`src/rtl/guess_entry_ctrl_if.sv`:
```
// Button, secret and display bundle for guess_entry_ctrl.
// master: drives buttons and secret, observes the display.
// slave:  the controller itself.
interface guess_entry_ctrl_if;
    logic       btn_inc;
    logic       btn_next;
    logic       btn_enter;
    logic [3:0] secret_0;
    logic [3:0] secret_1;
    logic [3:0] secret_2;
    logic [3:0] secret_3;
    logic [3:0] digit_0;
    logic [3:0] digit_1;
    logic [3:0] digit_2;
    logic [3:0] digit_3;
    logic [1:0] hint;
    logic [3:0] attempts_lo;
    logic [3:0] attempts_hi;
    logic       win;

    modport master (
        output btn_inc, btn_next, btn_enter,
        output secret_0, secret_1, secret_2, secret_3,
        input  digit_0, digit_1, digit_2, digit_3,
        input  hint, attempts_lo, attempts_hi, win
    );

    modport slave (
        input  btn_inc, btn_next, btn_enter,
        input  secret_0, secret_1, secret_2, secret_3,
        output digit_0, digit_1, digit_2, digit_3,
        output hint, attempts_lo, attempts_hi, win
    );
endinterface

```
`src/rtl/guess_entry_ctrl.sv`:
```
// Number-guessing game controller: 4-digit BCD guess entry with two buttons,
// submit/compare against a captured secret, BCD attempt counter, win display.
// Optional cursor blinking is enabled by defining the macro CURSOR_BLINK_EN.
module guess_entry_ctrl #(
    parameter int unsigned BLINK_CYCLES  = 12_500_000,
    parameter int unsigned RESULT_CYCLES = 50_000_000
) (
    input  logic              clk,
    input  logic              rst_n,
    guess_entry_ctrl_if.slave bus
);

    if (BLINK_CYCLES < 2 || RESULT_CYCLES < 2) begin : g_param_check
        $error("guess_entry_ctrl: BLINK_CYCLES and RESULT_CYCLES must be >= 2");
    end

    typedef enum logic [2:0] {
        S_IDLE,
        S_ENTER,
        S_CHECK,
        S_RESULT,
        S_WIN
    } state_t;

    localparam int unsigned   RW          = $clog2(RESULT_CYCLES);
    localparam logic [RW-1:0] RESULT_LAST = RW'(RESULT_CYCLES - 1);

    state_t              state_q;
    logic [3:0][3:0]     secret_q;
    logic [3:0][3:0]     guess_q;
    logic [1:0]          cursor_q;
    logic [7:0]          attempts_q;
    logic [1:0]          hint_q;
    logic [RW-1:0]       res_cnt_q;

    logic [2:0]          btn_s_q;   // {enter, next, inc} sampled
    logic [2:0]          btn_p_q;   // previous sample
    logic [2:0]          rise;
    logic                enter_ev, next_ev, inc_ev;

    logic [7:0]          attempts_d;
    logic [1:0]          hint_d;
    logic [3:0][3:0]     disp_d;

`ifdef CURSOR_BLINK_EN
    localparam int unsigned   BW         = $clog2(BLINK_CYCLES);
    localparam logic [BW-1:0] BLINK_LAST = BW'(BLINK_CYCLES - 1);
    logic [BW-1:0]       blink_cnt_q;
    logic                blink_q;
`endif

    // Button sampling; both stages reset high so a button held through reset release never fires.
    always_ff @(posedge clk or negedge rst_n) begin
        if (!rst_n) begin
            btn_s_q <= '1;
            btn_p_q <= '1;
        end else begin
            btn_s_q <= {bus.btn_enter, bus.btn_next, bus.btn_inc};
            btn_p_q <= btn_s_q;
        end
    end

    assign rise     = btn_s_q & ~btn_p_q;
    assign enter_ev = rise[2];
    assign next_ev  = rise[1] & ~rise[2];
    assign inc_ev   = rise[0] & ~rise[1] & ~rise[2];

    // Next attempt count, comparison result and display digits.
    always_comb begin
        attempts_d = attempts_q;
        if (attempts_q != 8'h99) begin
            if (attempts_q[3:0] == 4'd9) attempts_d = {attempts_q[7:4] + 4'd1, 4'd0};
            else                         attempts_d = {attempts_q[7:4], attempts_q[3:0] + 4'd1};
        end

        // BCD digits are all <= 9, so comparing the packed nibbles orders them numerically
        if (guess_q == secret_q)     hint_d = 2'b11;
        else if (guess_q > secret_q) hint_d = 2'b01;
        else                         hint_d = 2'b10;

        disp_d = '1;
        for (int unsigned n = 0; n < 4; n++) begin
            disp_d[n] = (state_q == S_IDLE) ? 4'hF : guess_q[n];
`ifdef CURSOR_BLINK_EN
            if (state_q == S_ENTER && blink_q && cursor_q == 2'(n)) disp_d[n] = 4'hF;
`endif
        end
    end

    // Game FSM together with guess, cursor, attempts, hint and blink state.
    always_ff @(posedge clk or negedge rst_n) begin
        if (!rst_n) begin
            state_q     <= S_IDLE;
            secret_q    <= '0;
            guess_q     <= '0;
            cursor_q    <= 2'd3;
            attempts_q  <= '0;
            hint_q      <= '0;
            res_cnt_q   <= '0;
`ifdef CURSOR_BLINK_EN
            blink_cnt_q <= '0;
            blink_q     <= 1'b0;
`endif
        end else begin
            case (state_q)
                S_IDLE: begin
                    if (enter_ev) begin
                        secret_q[0] <= (bus.secret_0 > 4'd9) ? 4'd9 : bus.secret_0;
                        secret_q[1] <= (bus.secret_1 > 4'd9) ? 4'd9 : bus.secret_1;
                        secret_q[2] <= (bus.secret_2 > 4'd9) ? 4'd9 : bus.secret_2;
                        secret_q[3] <= (bus.secret_3 > 4'd9) ? 4'd9 : bus.secret_3;
                        guess_q     <= '0;
                        cursor_q    <= 2'd3;
                        attempts_q  <= '0;
                        hint_q      <= '0;
                        state_q     <= S_ENTER;
                    end
                end
                S_ENTER: begin
                    if (enter_ev) begin
                        state_q <= S_CHECK;
                    end else if (next_ev) begin
                        cursor_q <= cursor_q - 2'd1;
                    end else if (inc_ev) begin
                        guess_q[cursor_q] <= (guess_q[cursor_q] >= 4'd9) ? 4'd0
                                                                         : guess_q[cursor_q] + 4'd1;
                    end
                end
                S_CHECK: begin
                    hint_q     <= hint_d;
                    attempts_q <= attempts_d;
                    res_cnt_q  <= '0;
                    state_q    <= (hint_d == 2'b11) ? S_WIN : S_RESULT;
                end
                S_RESULT: begin
                    if (res_cnt_q == RESULT_LAST) begin
                        hint_q  <= '0;
                        state_q <= S_ENTER;
                    end else begin
                        res_cnt_q <= res_cnt_q + 1'b1;
                    end
                end
                S_WIN: begin
                    if (enter_ev) begin
                        hint_q  <= '0;
                        state_q <= S_IDLE;
                    end
                end
                default: state_q <= S_IDLE;
            endcase

`ifdef CURSOR_BLINK_EN
            // held at zero outside ENTER, so every entry into ENTER starts a fresh visible phase
            if (state_q != S_ENTER || inc_ev || next_ev) begin
                blink_cnt_q <= '0;
                blink_q     <= 1'b0;
            end else if (blink_cnt_q == BLINK_LAST) begin
                blink_cnt_q <= '0;
                blink_q     <= ~blink_q;
            end else begin
                blink_cnt_q <= blink_cnt_q + 1'b1;
            end
`endif
        end
    end

    // Output registers, one cycle behind the state they reflect.
    always_ff @(posedge clk or negedge rst_n) begin
        if (!rst_n) begin
            bus.digit_0     <= 4'hF;
            bus.digit_1     <= 4'hF;
            bus.digit_2     <= 4'hF;
            bus.digit_3     <= 4'hF;
            bus.hint        <= '0;
            bus.attempts_lo <= '0;
            bus.attempts_hi <= '0;
            bus.win         <= 1'b0;
        end else begin
            bus.digit_0     <= disp_d[0];
            bus.digit_1     <= disp_d[1];
            bus.digit_2     <= disp_d[2];
            bus.digit_3     <= disp_d[3];
            bus.hint        <= hint_q;
            bus.attempts_lo <= attempts_q[3:0];
            bus.attempts_hi <= attempts_q[7:4];
            bus.win         <= (state_q == S_WIN);
        end
    end

endmodule

```
`src/flat_wrapper.sv`:
```
// flat-port wrapper written by rule: the top's interface ports become plain ports
module guess_entry_ctrl_flat 
#(
    parameter int unsigned BLINK_CYCLES  = 12_500_000,
    parameter int unsigned RESULT_CYCLES = 50_000_000
)
  (clk, rst_n, bus_btn_inc, bus_btn_next, bus_btn_enter, bus_secret_0, bus_secret_1, bus_secret_2, bus_secret_3, bus_digit_0, bus_digit_1, bus_digit_2, bus_digit_3, bus_hint, bus_attempts_lo, bus_attempts_hi, bus_win);
  guess_entry_ctrl_if bus_i ();
  input  logic clk;
  input  logic rst_n;
  input wire logic [$bits(bus_i.btn_inc)-1:0] bus_btn_inc;
  input wire logic [$bits(bus_i.btn_next)-1:0] bus_btn_next;
  input wire logic [$bits(bus_i.btn_enter)-1:0] bus_btn_enter;
  input wire logic [$bits(bus_i.secret_0)-1:0] bus_secret_0;
  input wire logic [$bits(bus_i.secret_1)-1:0] bus_secret_1;
  input wire logic [$bits(bus_i.secret_2)-1:0] bus_secret_2;
  input wire logic [$bits(bus_i.secret_3)-1:0] bus_secret_3;
  output wire logic [$bits(bus_i.digit_0)-1:0] bus_digit_0;
  output wire logic [$bits(bus_i.digit_1)-1:0] bus_digit_1;
  output wire logic [$bits(bus_i.digit_2)-1:0] bus_digit_2;
  output wire logic [$bits(bus_i.digit_3)-1:0] bus_digit_3;
  output wire logic [$bits(bus_i.hint)-1:0] bus_hint;
  output wire logic [$bits(bus_i.attempts_lo)-1:0] bus_attempts_lo;
  output wire logic [$bits(bus_i.attempts_hi)-1:0] bus_attempts_hi;
  output wire logic [$bits(bus_i.win)-1:0] bus_win;
  assign bus_i.btn_inc = bus_btn_inc;
  assign bus_i.btn_next = bus_btn_next;
  assign bus_i.btn_enter = bus_btn_enter;
  assign bus_i.secret_0 = bus_secret_0;
  assign bus_i.secret_1 = bus_secret_1;
  assign bus_i.secret_2 = bus_secret_2;
  assign bus_i.secret_3 = bus_secret_3;
  assign bus_digit_0 = bus_i.digit_0;
  assign bus_digit_1 = bus_i.digit_1;
  assign bus_digit_2 = bus_i.digit_2;
  assign bus_digit_3 = bus_i.digit_3;
  assign bus_hint = bus_i.hint;
  assign bus_attempts_lo = bus_i.attempts_lo;
  assign bus_attempts_hi = bus_i.attempts_hi;
  assign bus_win = bus_i.win;
  guess_entry_ctrl #(.BLINK_CYCLES(BLINK_CYCLES), .RESULT_CYCLES(RESULT_CYCLES)) u_core (.clk(clk), .rst_n(rst_n), .bus(bus_i));
endmodule
```
`config.mk`:
```
export PLATFORM = sky130hd
export DESIGN_NAME = guess_entry_ctrl_flat
export DESIGN_NICKNAME = d
export VERILOG_FILES = /design/src/rtl/guess_entry_ctrl_if.sv /design/src/rtl/guess_entry_ctrl.sv /design/src/flat_wrapper.sv
export SDC_FILE = /design/constraint.sdc
export NUM_CORES = 1
export LEC_CHECK = 0
export CAP_MARGIN = 20
export CORE_ASPECT_RATIO = 0.6
export CORE_MARGIN = 2
export CORE_UTILIZATION = 49
export CTS_BUF_LIST = sky130_fd_sc_hd__clkbuf_8
export DETAILED_ROUTE_END_ITERATION = 8
export DONT_BUFFER_PORTS = 1
export MAX_ROUTING_LAYER = met4
export PLACE_DENSITY = 0.74
export SYNTH_ARGS = -nofsm -noshare
export SYNTH_HDL_FRONTEND = slang
export SYNTH_SLANG_ARGS = --single-unit
```
`constraint.sdc`:
```
create_clock -name clk -period 2.19 [get_ports clk]
set_clock_uncertainty 0.2 [all_clocks]
set_input_delay 0.438 -clock clk [delete_from_list [all_inputs] [get_ports clk]]
set_output_delay 0.438 -clock clk [all_outputs]
set_load 0.02 [all_outputs]
```
Word-level counts from Yosys, hierarchy flattened

Cells that the tools add are included.

Word-level logic and storage cells: 120
Register bits: 106
Output and inout bits: 27
Bits of input ports: 21

Order comparisons: 8
Add/sub/neg operators: 5
Mux-type cells: 40
Reduce and logical (&&, ||, !) cells: 15
Bitwise operators: 7
Equality and inequality tests: 21

Operators with widths:

| kind                                                            | count |
|---|---|
| 16-bit 2-to-1 mux                                               | 4 |
| 26-bit case mux with 2 select lines                             | 1 |
| 4-bit 2-to-1 mux                                                | 11 |
| 16-bit case mux with 2 select lines                             | 1 |
| 26-bit by 1-bit adder with 26-bit output, second input constant | 1 |
| 26-bit == test, second input constant                           | 1 |
| 26-bit 2-to-1 mux                                               | 1 |
| 8-bit 2-to-1 mux                                                | 3 |
| 2-bit by 1-bit != test with 1-bit output, second input constant | 9 |
| 16-bit bitwise mux                                              | 1 |
| 16-bit == test                                                  | 1 |
| 16-bit greater-than comparator                                  | 1 |
| 4-bit greater-than comparator, second input constant            | 4 |
| 8-bit case mux with 2 select lines                              | 1 |
| 3-bit 2-to-1 mux                                                | 5 |
| 3-bit case mux with 5 select lines                              | 1 |
| 2-bit 2-to-1 mux                                                | 7 |
| 4-bit by 1-bit adder with 4-bit output, second input constant   | 3 |
| 4-bit AND reduction                                             | 3 |
| 4-bit binary-select mux with 2-bit select                       | 1 |
| 4-bit demux with 2-bit select                                   | 1 |
| 8-bit != test, second input constant                            | 1 |
| 3-bit by 2-bit == test with 1-bit output, second input constant | 2 |
| 2-bit != test, second input constant                            | 3 |
| other kinds (22)                                                | 29 |

Depth between registers and ports, before layout

Gate-level depths: netlist of run 1.

Depth after elaboration: 9
Mapped depth: 8
Mapped depth without buffers: 7

Worst setup path before layout of run 1

No wires, ideal clock.

Path kind: register to register
Start: register u_core.cursor_q[0]
End: register u_core.guess_q[0] in the netlist's numbering
Data arrival time: 2.042 ns
Setup time: 0.076 ns
Stages on the path, launching flop included: 9
Path buffers: 1
Period minus slack after synthesis: 2.318 ns
Required time: 1.914 ns
Slack: -0.128 ns
Cells stage by stage: dfstp_2 buf_2 mux4_2 inv_1 ha_1 nor3b_1 nand2b_1 nand2_1 o21ai_1

Cells in the longest elaborated chain, start to end: 9
Elaborated cells on any way between the ends: 15
Those cells by class: 1 x add/sub; 3 x order compare; 10 x mux; 1 x reduce/logical

RTL lines:

| what                                                                        | line                                             | source |
|---|---|---|
| from (decl)                                                                 | guess_entry_ctrl.sv:31                           | `logic [1:0] cursor_q;` |
| from (signal assigned)                                                      | guess_entry_ctrl.sv:123                          | `cursor_q <= cursor_q - 2'd1;` |
| 4-bit binary-select mux with 2-bit select, or another cell as far along     | guess_entry_ctrl.sv:125, guess_entry_ctrl.sv:126 |  |
| 4-bit 2-to-1 mux (not written as such) or 1-bit logical AND (tied branches) | guess_entry_ctrl.sv:125, guess_entry_ctrl.sv:126 |  |
| 4-bit by 1-bit adder with 4-bit output, or another cell as far along        | guess_entry_ctrl.sv:126                          | `: guess_q[cursor_q] + 4'd1;` |
| 4-bit 2-to-1 mux or 4-bit demux with 2-bit select (tied branches)           | -                                                |  |
| 16-bit bitwise mux *                                                        | guess_entry_ctrl.sv:125                          | `guess_q[cursor_q] <= (guess_q[cursor_q] >= 4'd9) ? 4'd0` |
| 16-bit 2-to-1 mux *                                                         | guess_entry_ctrl.sv:124                          | `end else if (inc_ev) begin` |
| 16-bit 2-to-1 mux *                                                         | guess_entry_ctrl.sv:122                          | `end else if (next_ev) begin` |
| 16-bit 2-to-1 mux *                                                         | guess_entry_ctrl.sv:120                          | `if (enter_ev) begin` |
| 16-bit case mux with 2 select lines *                                       | guess_entry_ctrl.sv:105                          | `case (state_q)` |
| to (signal, indexed assignment)                                             | guess_entry_ctrl.sv:125                          |  |
| to (decl)                                                                   | guess_entry_ctrl.sv:30                           | `logic [3:0][3:0] guess_q;` |

Every way passes the cells marked *; elsewhere a longest branch is shown, timed or not. The select of a mux whose other input is x is not followed.
A chain may end at the register's enable or synchronous reset.

Worst setup path in the final report of run 1

Start: register u_core.cursor_q[0]
End: register u_core.guess_q[6] in the netlist's numbering

Same word-level chain as after synthesis.

==> results.cfg, run 1 <==
[cells_and_area]
fin_util_pct = 60.7
stdcell_count = 690
area_growth_syn_to_layout_pct = 18.5
num-nets-final = 599
final_common_cell = dfrtp_1
antenna_cells = 0
layout_common_cells = dfrtp_1, nand2_1, buf_4
drive_above_1_share_pct = 26.8

[global_route]
grt_usage_pct = 22.7
grt_pass1_vias = 3746
gr-total-overflow = 0
grt_max_degree = 107
antenna_found_initial = 0
grt_first_pass_wirelength_microns = 19400

[job]
drv_cap = 0

[pwr]
power_density_nw_per_um2 = 1090
p_int_mw = 4.12
clockPowerShare_pct = 19.0
power_switching_mw = 2.50
power_frac_seq_pct = 48.1
max-vdd-ir-drop_mv = 0.481
switching_share_pct = 37.7
combPwrFrac_pct = 32.9
leakagePower_nw = 2.73

[logic_synthesis]
synth_area_sq_um = 5130
synth_nets = 549
yosysTopAreaCell = dfrtp_1
syn_inst = 500
synthFlopType = dfrtp_1
postSynthAreaPerCell_sq_um = 10.3
synth_edf_count = 0
synth_cell_type_count = 55
ys_async_sr_fraction_pct = 100
ys_top_cells_by_area = dfrtp_1, dfstp_2, ha_1
seq_area_frac_synth_pct = 52.2
yosysWarnings = 0
yosys_register_bits = 106
netlist.area_leader.share_pct = 40.0

[timing]
finalHoldViolations = 106
hold_slack_ns = -0.454
worst_slack_ns = -0.0753
finalSetupViolations = 16
fmax_mhz = 441
slew-limit-headroom_pct = 60.3
tightestPinTransition_ns = 0.596
slew_violations = 0
fin_crit_ns = 2.27
fin_crit_sh_pct = 103
finalSetupTns_ns = -0.756
rsz0062_at_grt = true

[routing]
post-route-drc-count = 0
vias = 4019
drtIter0Drc = 369
routedWlPerCell_microns = 17.7
drt-total-wl_microns = 12200
via_per_inst = 5.82
antenna_left = 0
dr.pass1.iters = 5

[setup_path]
r2r_cells = 6
rr_endpoint = u_core.guess_q[6]$_DFFE_PN0P_
path_max_fanout = 4
slowest_delay_ns = 0.58
cp.arrival_ns = 2.37
endpoint_kind = flop
cp_slowest_cell = dfstp_2
worstPathCellList = mux4_2 > buf_4 > ha_1 > xor2_2 > nand2_4 > o21ai_2
cp.required_ns = 2.30
crit_start = u_core.cursor_q[0]$_DFFE_PN1P_
startpoint_type = flop
r2r_start = u_core.cursor_q[0]$_DFFE_PN1P_
reg2reg_setup_slack_ns = -0.08
path_class = flop to flop

[clock_network]
cts_hold_buf = 9
cts_buffers = 9
clock_sinks = 106
clkLatencyLatePin_ns = 0.38
clockBufferDepth = 2
cts_root_buf = clkbuf_8
cts_max_level = 3
cts_tree = yes
clk_pin_slew_ns = 0.10

[floorplanning]
die_w_microns = 136
core_sq_um = 10000
std_cell_rows = 28
initial_utilization_pct = 51.2
dieArea_sq_um = 11300
ios = 48
fp.dieH_microns = 83.3

[status]
violations = hold timing, setup timing
outcome = finished with violations

[place]
io_buffers = 0
dp_hpwl_microns = 8780
gp_congestion = 0.911
placed_cells_incl_taps = 658

[worst_hold_path]
hp-class = primary input to async pin
-- metal layers --
metal  wire length (microns)  vias up  track usage, %
li1                        -     1861               -
met5                       0        -               -
met3                     845       21            5.86
met1                    6250     1976            34.7
met4                     180        0            5.68
met2                    4940      161            29.7
-- metrics by stage --
stage	instance area (sq um)	hold WS (ns)	worst slack, ns	power [mW]
final	6080	-0.454	-0.0753	6.62
after global routing	6080	-0.479	-0.133	7.00
after CTS	5880	-0.477	-0.0178	6.40
after detailed placement	5550	-0.0523	-0.0443	5.08
after global placement	5550	-0.0498	0.0402	4.97
after floorplan	5150	-0.0576	0.00211	4.43
-- cells in the mapped netlist, types with 2 or more instances --
cell / number
ha_1: 28
a21o_1: 2
mux2i_1: 6
inv_1: 28
nand3_1: 16
a31oi_1: 3
and2_1: 5
nor3_1: 12
nor4b_1: 2
dfrtp_1: 82
or3_1: 8
xnor2_1: 7
nand2b_1: 6
mux4_2: 4
o31ai_1: 2
o221ai_1: 4
nand2_1: 54
and4_1: 3
and3_1: 4
dfstp_2: 24
buf_2: 4
nand4_1: 11
o21a_1: 3
nor3b_1: 3
o311ai_0: 2
o21ai_0: 40
nor2_1: 30
o21ai_1: 12
clkbuf_1: 11
nor4_1: 4
xor2_1: 7
or2_2: 17
nor2b_1: 3
nand3b_1: 10
a21oi_1: 21
or4_1: 3
-- repair_timing --
item	in CTS	in global routing
cloned	0	0
setup buffers	3	4
hold endpoints to repair	115	106
resized for setup	4	43
setup endpoints to repair	13	31
pin swaps	2	11
-- kinds of logic (layout without fill, tap and decap cells) --
logic type / count (synthesis) / in the layout / share of synthesized area [%]
simple gates: 198 / 198 / 20.7
flops: 106 / 106 / 52.2
compound gates: 99 / 99 / 11.3
buf+inv: 44 / 99 / 3.46
fa+ha+maj: 28 / 28 / 6.82
xor+xnor: 14 / 14 / 2.39
mux: 11 / 11 / 3.14
-- power groups by stage --
stage / logic [mW] / registers, mW / clock network, mW
after floorplan: 1.37 / 3.06 / 0
after global placement: 1.78 / 3.19 / 0
after detailed placement: 1.87 / 3.21 / 0
after CTS: 1.93 / 3.17 / 1.29
after global routing: 2.40 / 3.23 / 1.37
final: 2.18 / 3.18 / 1.26
-- registers in the layout, summed over array words and instances (netlist names) --
signal                  count
u_core.res_cnt_q           26
u_core.guess_q             16
u_core.secret_q            16
u_core.attempts_q           8
u_core.bus.attempts_hi      4
u_core.bus.attempts_lo      4
u_core.bus.digit_0          4
u_core.bus.digit_1          4
u_core.bus.digit_2          4
u_core.bus.digit_3          4
u_core.btn_p_q              3
u_core.btn_s_q              3
u_core.state_q              3
u_core.bus.hint             2
u_core.cursor_q             2
u_core.hint_q               2
u_core.bus.win              1
-- worst max-delay path, delay by kind of cell (launching register included) --
family                   cells  cell delay, ns
flip-flops                   1            0.58
multiplexers                 1            0.56
XOR/XNOR                     1            0.25
adder cells (fa/ha/maj)      1            0.22
buffers and inverters        1            0.16
AO/OA/AOI/OAI                1            0.13
AND/OR/NAND/NOR              1            0.10
-- worst max-delay path by stage --
stage                                           to  slack (ns)  cells after the start
global placement     u_core.guess_q[1]$_DFFE_PN0P_        0.04                      7
floorplan            u_core.guess_q[0]$_DFFE_PN0P_       0.002                      8
CTS                 u_core.guess_q[12]$_DFFE_PN0P_       -0.02                      7
finish               u_core.guess_q[6]$_DFFE_PN0P_       -0.08                      6
detailed placement  u_core.guess_q[12]$_DFFE_PN0P_       -0.04                      7
global route        u_core.guess_q[13]$_DFFE_PN0P_       -0.13                      7
-- final cells by class --
cell class                 instances  area (sq um)
timing repair buffer              55           455
clock inverter                     7          87.6
inverter                          28           105
clock buffer                       9           124
fill                             824          3940
sequential                       106          2690
multi-input combinational        350          2460
tap                              135           169
Note: power is estimated with default switching activity, not from simulation.
==> run 2: changes to the inputs <==
--- a/config.mk
+++ b/config.mk
@@ -13,7 +13,7 @@
 export DETAILED_ROUTE_END_ITERATION = 8
 export DONT_BUFFER_PORTS = 1
 export MAX_ROUTING_LAYER = met4
-export PLACE_DENSITY = 0.74
+export PLACE_DENSITY = 0.66
 export SYNTH_ARGS = -nofsm -noshare
 export SYNTH_HDL_FRONTEND = slang
 export SYNTH_SLANG_ARGS = --single-unit
==> results.cfg, run 2 (same netlist as run 1, synthesis figures left out) <==
[place]
pre_cts_slack_ns = -0.0556
io_buffers = 0
dpl_cell_area_sq_um = 5530
dp_hpwl_microns = 8690
gp_congestion = 0.945

[global_route]
grt_max_degree = 107
grt_first_pass_wirelength_microns = 19300
grt_usage_pct = 22.7
grt_pass1_vias = 3708
antenna_found_initial = 0
gr-total-overflow = 0

[floorplanning]
fp.dieH_microns = 83.3
core_sq_um = 10000
dieArea_sq_um = 11300
ios = 48
die_w_microns = 136
std_cell_rows = 28
initial_utilization_pct = 51.2

[timing]
hold_slack_ns = -0.436
finalSetupTns_ns = -1.36
fin_crit_sh_pct = 105
slew-limit-headroom_pct = 62.9
rsz0062_at_grt = true
worst_slack_ns = -0.108
tightestPinTransition_ns = 0.556
finalSetupViolations = 16
finalHoldViolations = 106
slew_violations = 0
fin_crit_ns = 2.30
fmax_mhz = 435

[clock_network]
cts_buffers = 9
cts_hold_buf = 6
cts_tree = yes
clockBufferDepth = 2
clk_pin_slew_ns = 0.09
cts_root_buf = clkbuf_8
clock_sinks = 106
cts_max_level = 3
clkLatencyLatePin_ns = 0.37

[cells_and_area]
drive_above_1_share_pct = 26.5
antenna_cells = 0
area_growth_syn_to_layout_pct = 17.1
largest_register_ffs = 26
fillers = 844
reg_top3 = u_core.res_cnt_q (26), u_core.guess_q (16), u_core.secret_q (16)
final_cell_area_sq_um = 6010
num-nets-final = 592
largest_register = u_core.res_cnt_q
final_common_cell = dfrtp_1
layout_common_cells = dfrtp_1, nand2_1, o21ai_0, buf_4, nor2_1
fin_util_pct = 60.0

[job]
drv_cap = 0

[status]
outcome = finished with violations
violations = hold timing, setup timing

[setup_path]
slowest_delay_ns = 0.59
endpoint_kind = flop
cp.required_ns = 2.28
cp.arrival_ns = 2.39
cp_slowest_cell = dfstp_2
path_class = flop to flop
path_max_fanout = 4
worstPathCellList = mux4_2 > inv_2 > ha_4 > nor3b_4 > nand2b_4 > nand2_4 > o21ai_2
startpoint_type = flop

[routing]
drtIter0Drc = 342
vias = 3938
dr.pass1.iters = 5
via_per_inst = 5.77
antenna_left = 0
routedWlPerCell_microns = 18.1
post-route-drc-count = 0
drt-total-wl_microns = 12300

[pwr]
max-vdd-ir-drop_mv = 0.407
power_density_nw_per_um2 = 1090
power_mw = 6.56
leakagePower_nw = 2.68

[worst_hold_path]
hp-class = primary input to async pin
## run 2: cell count changes in the layout (fill, tap and decap cells not counted), sizes merged
cell,previous run,this run
clkinv,2,1
clkinvlp,2,3
bufinv,1,0
dlygate4sd3,9,6
buf,46,42
inv,30,29
clkbuf,9,11
## run 2: what timing repair did
item                       in CTS  in global routing
setup buffers                   1                  5
cloned                          0                  1
pin swaps                       4                 10
setup endpoints to repair      16                 37
resized for setup              13                 32
hold endpoints to repair      112                106
## run 2: routing by layer
metal  vias to the layer above  wire, microns  part of all wire, %  GRT usage, %
met1                      1932           6160                   50          36.3
li1                       1839              -                    -             -
met5                         -              0                    0             -
met2                       159           5170                   42          29.0
met4                         0             76                 0.62          5.11
met3                         8            939                  7.6          4.88
## run 2: worst paths after layout
check                                                from                              end  slack, ns  cells past startpoint
setup / recovery           u_core.cursor_q[0]$_DFFE_PN1P_    u_core.guess_q[8]$_DFFE_PN0P_      -0.11                      7
hold / removal                                      rst_n  u_core.res_cnt_q[6]$_DFFE_PN0P_      -0.44                      0
setup reg to reg           u_core.cursor_q[0]$_DFFE_PN1P_    u_core.guess_q[8]$_DFFE_PN0P_      -0.11                      7
hold reg to reg               u_core.btn_s_q[0]$_DFF_PN1_      u_core.btn_p_q[0]$_DFF_PN1_       0.17                      0
max in group asynchronous                           rst_n  u_core.bus.digit_1[3]$_DFF_PN1_       1.90                      0
min in group clk                          bus_secret_0[0]   u_core.secret_q[0]$_DFFE_PN0P_       0.02                      2
## run 2: cell type report
| class | instances | area [sq um] | share of cell area, % |
|---|---|---|---|
| repair buffers | 48 | 385 | 6.41 |
| clock buffers | 11 | 151 | 2.52 |
| flip-flops and latches | 106 | 2690 | 44.7 |
| clock inverters | 5 | 31.3 | 0.520 |
| multi-input cells | 350 | 2480 | 41.3 |
| well taps | 135 | 169 | 2.81 |
| inverters | 28 | 105 | 1.75 |
## run 2: report_power, final
part | internal [mW] | switching [mW]
logic | 1.01 | 1.23
registers | 2.58 | 0.624
clock network | 0.470 | 0.646
## run 2: worst max-delay path: cells and delay by family (launching register included)
kind	cells	cell delay, ns
adders and majority gates	1	0.13
AOI/OAI and AO/OA	1	0.14
buffers and inverters	1	0.11
and+or+nand+nor	3	0.49
muxes	1	0.56
DFF	1	0.59
## run 2: metrics by stage
stage | hold WS, ns | cells
final | -0.436 | 683
after floorplan | -0.0576 | 500
after global placement | -0.0536 | 655
after CTS | -0.459 | 678
after detailed placement | -0.0540 | 655
after global routing | -0.472 | 683
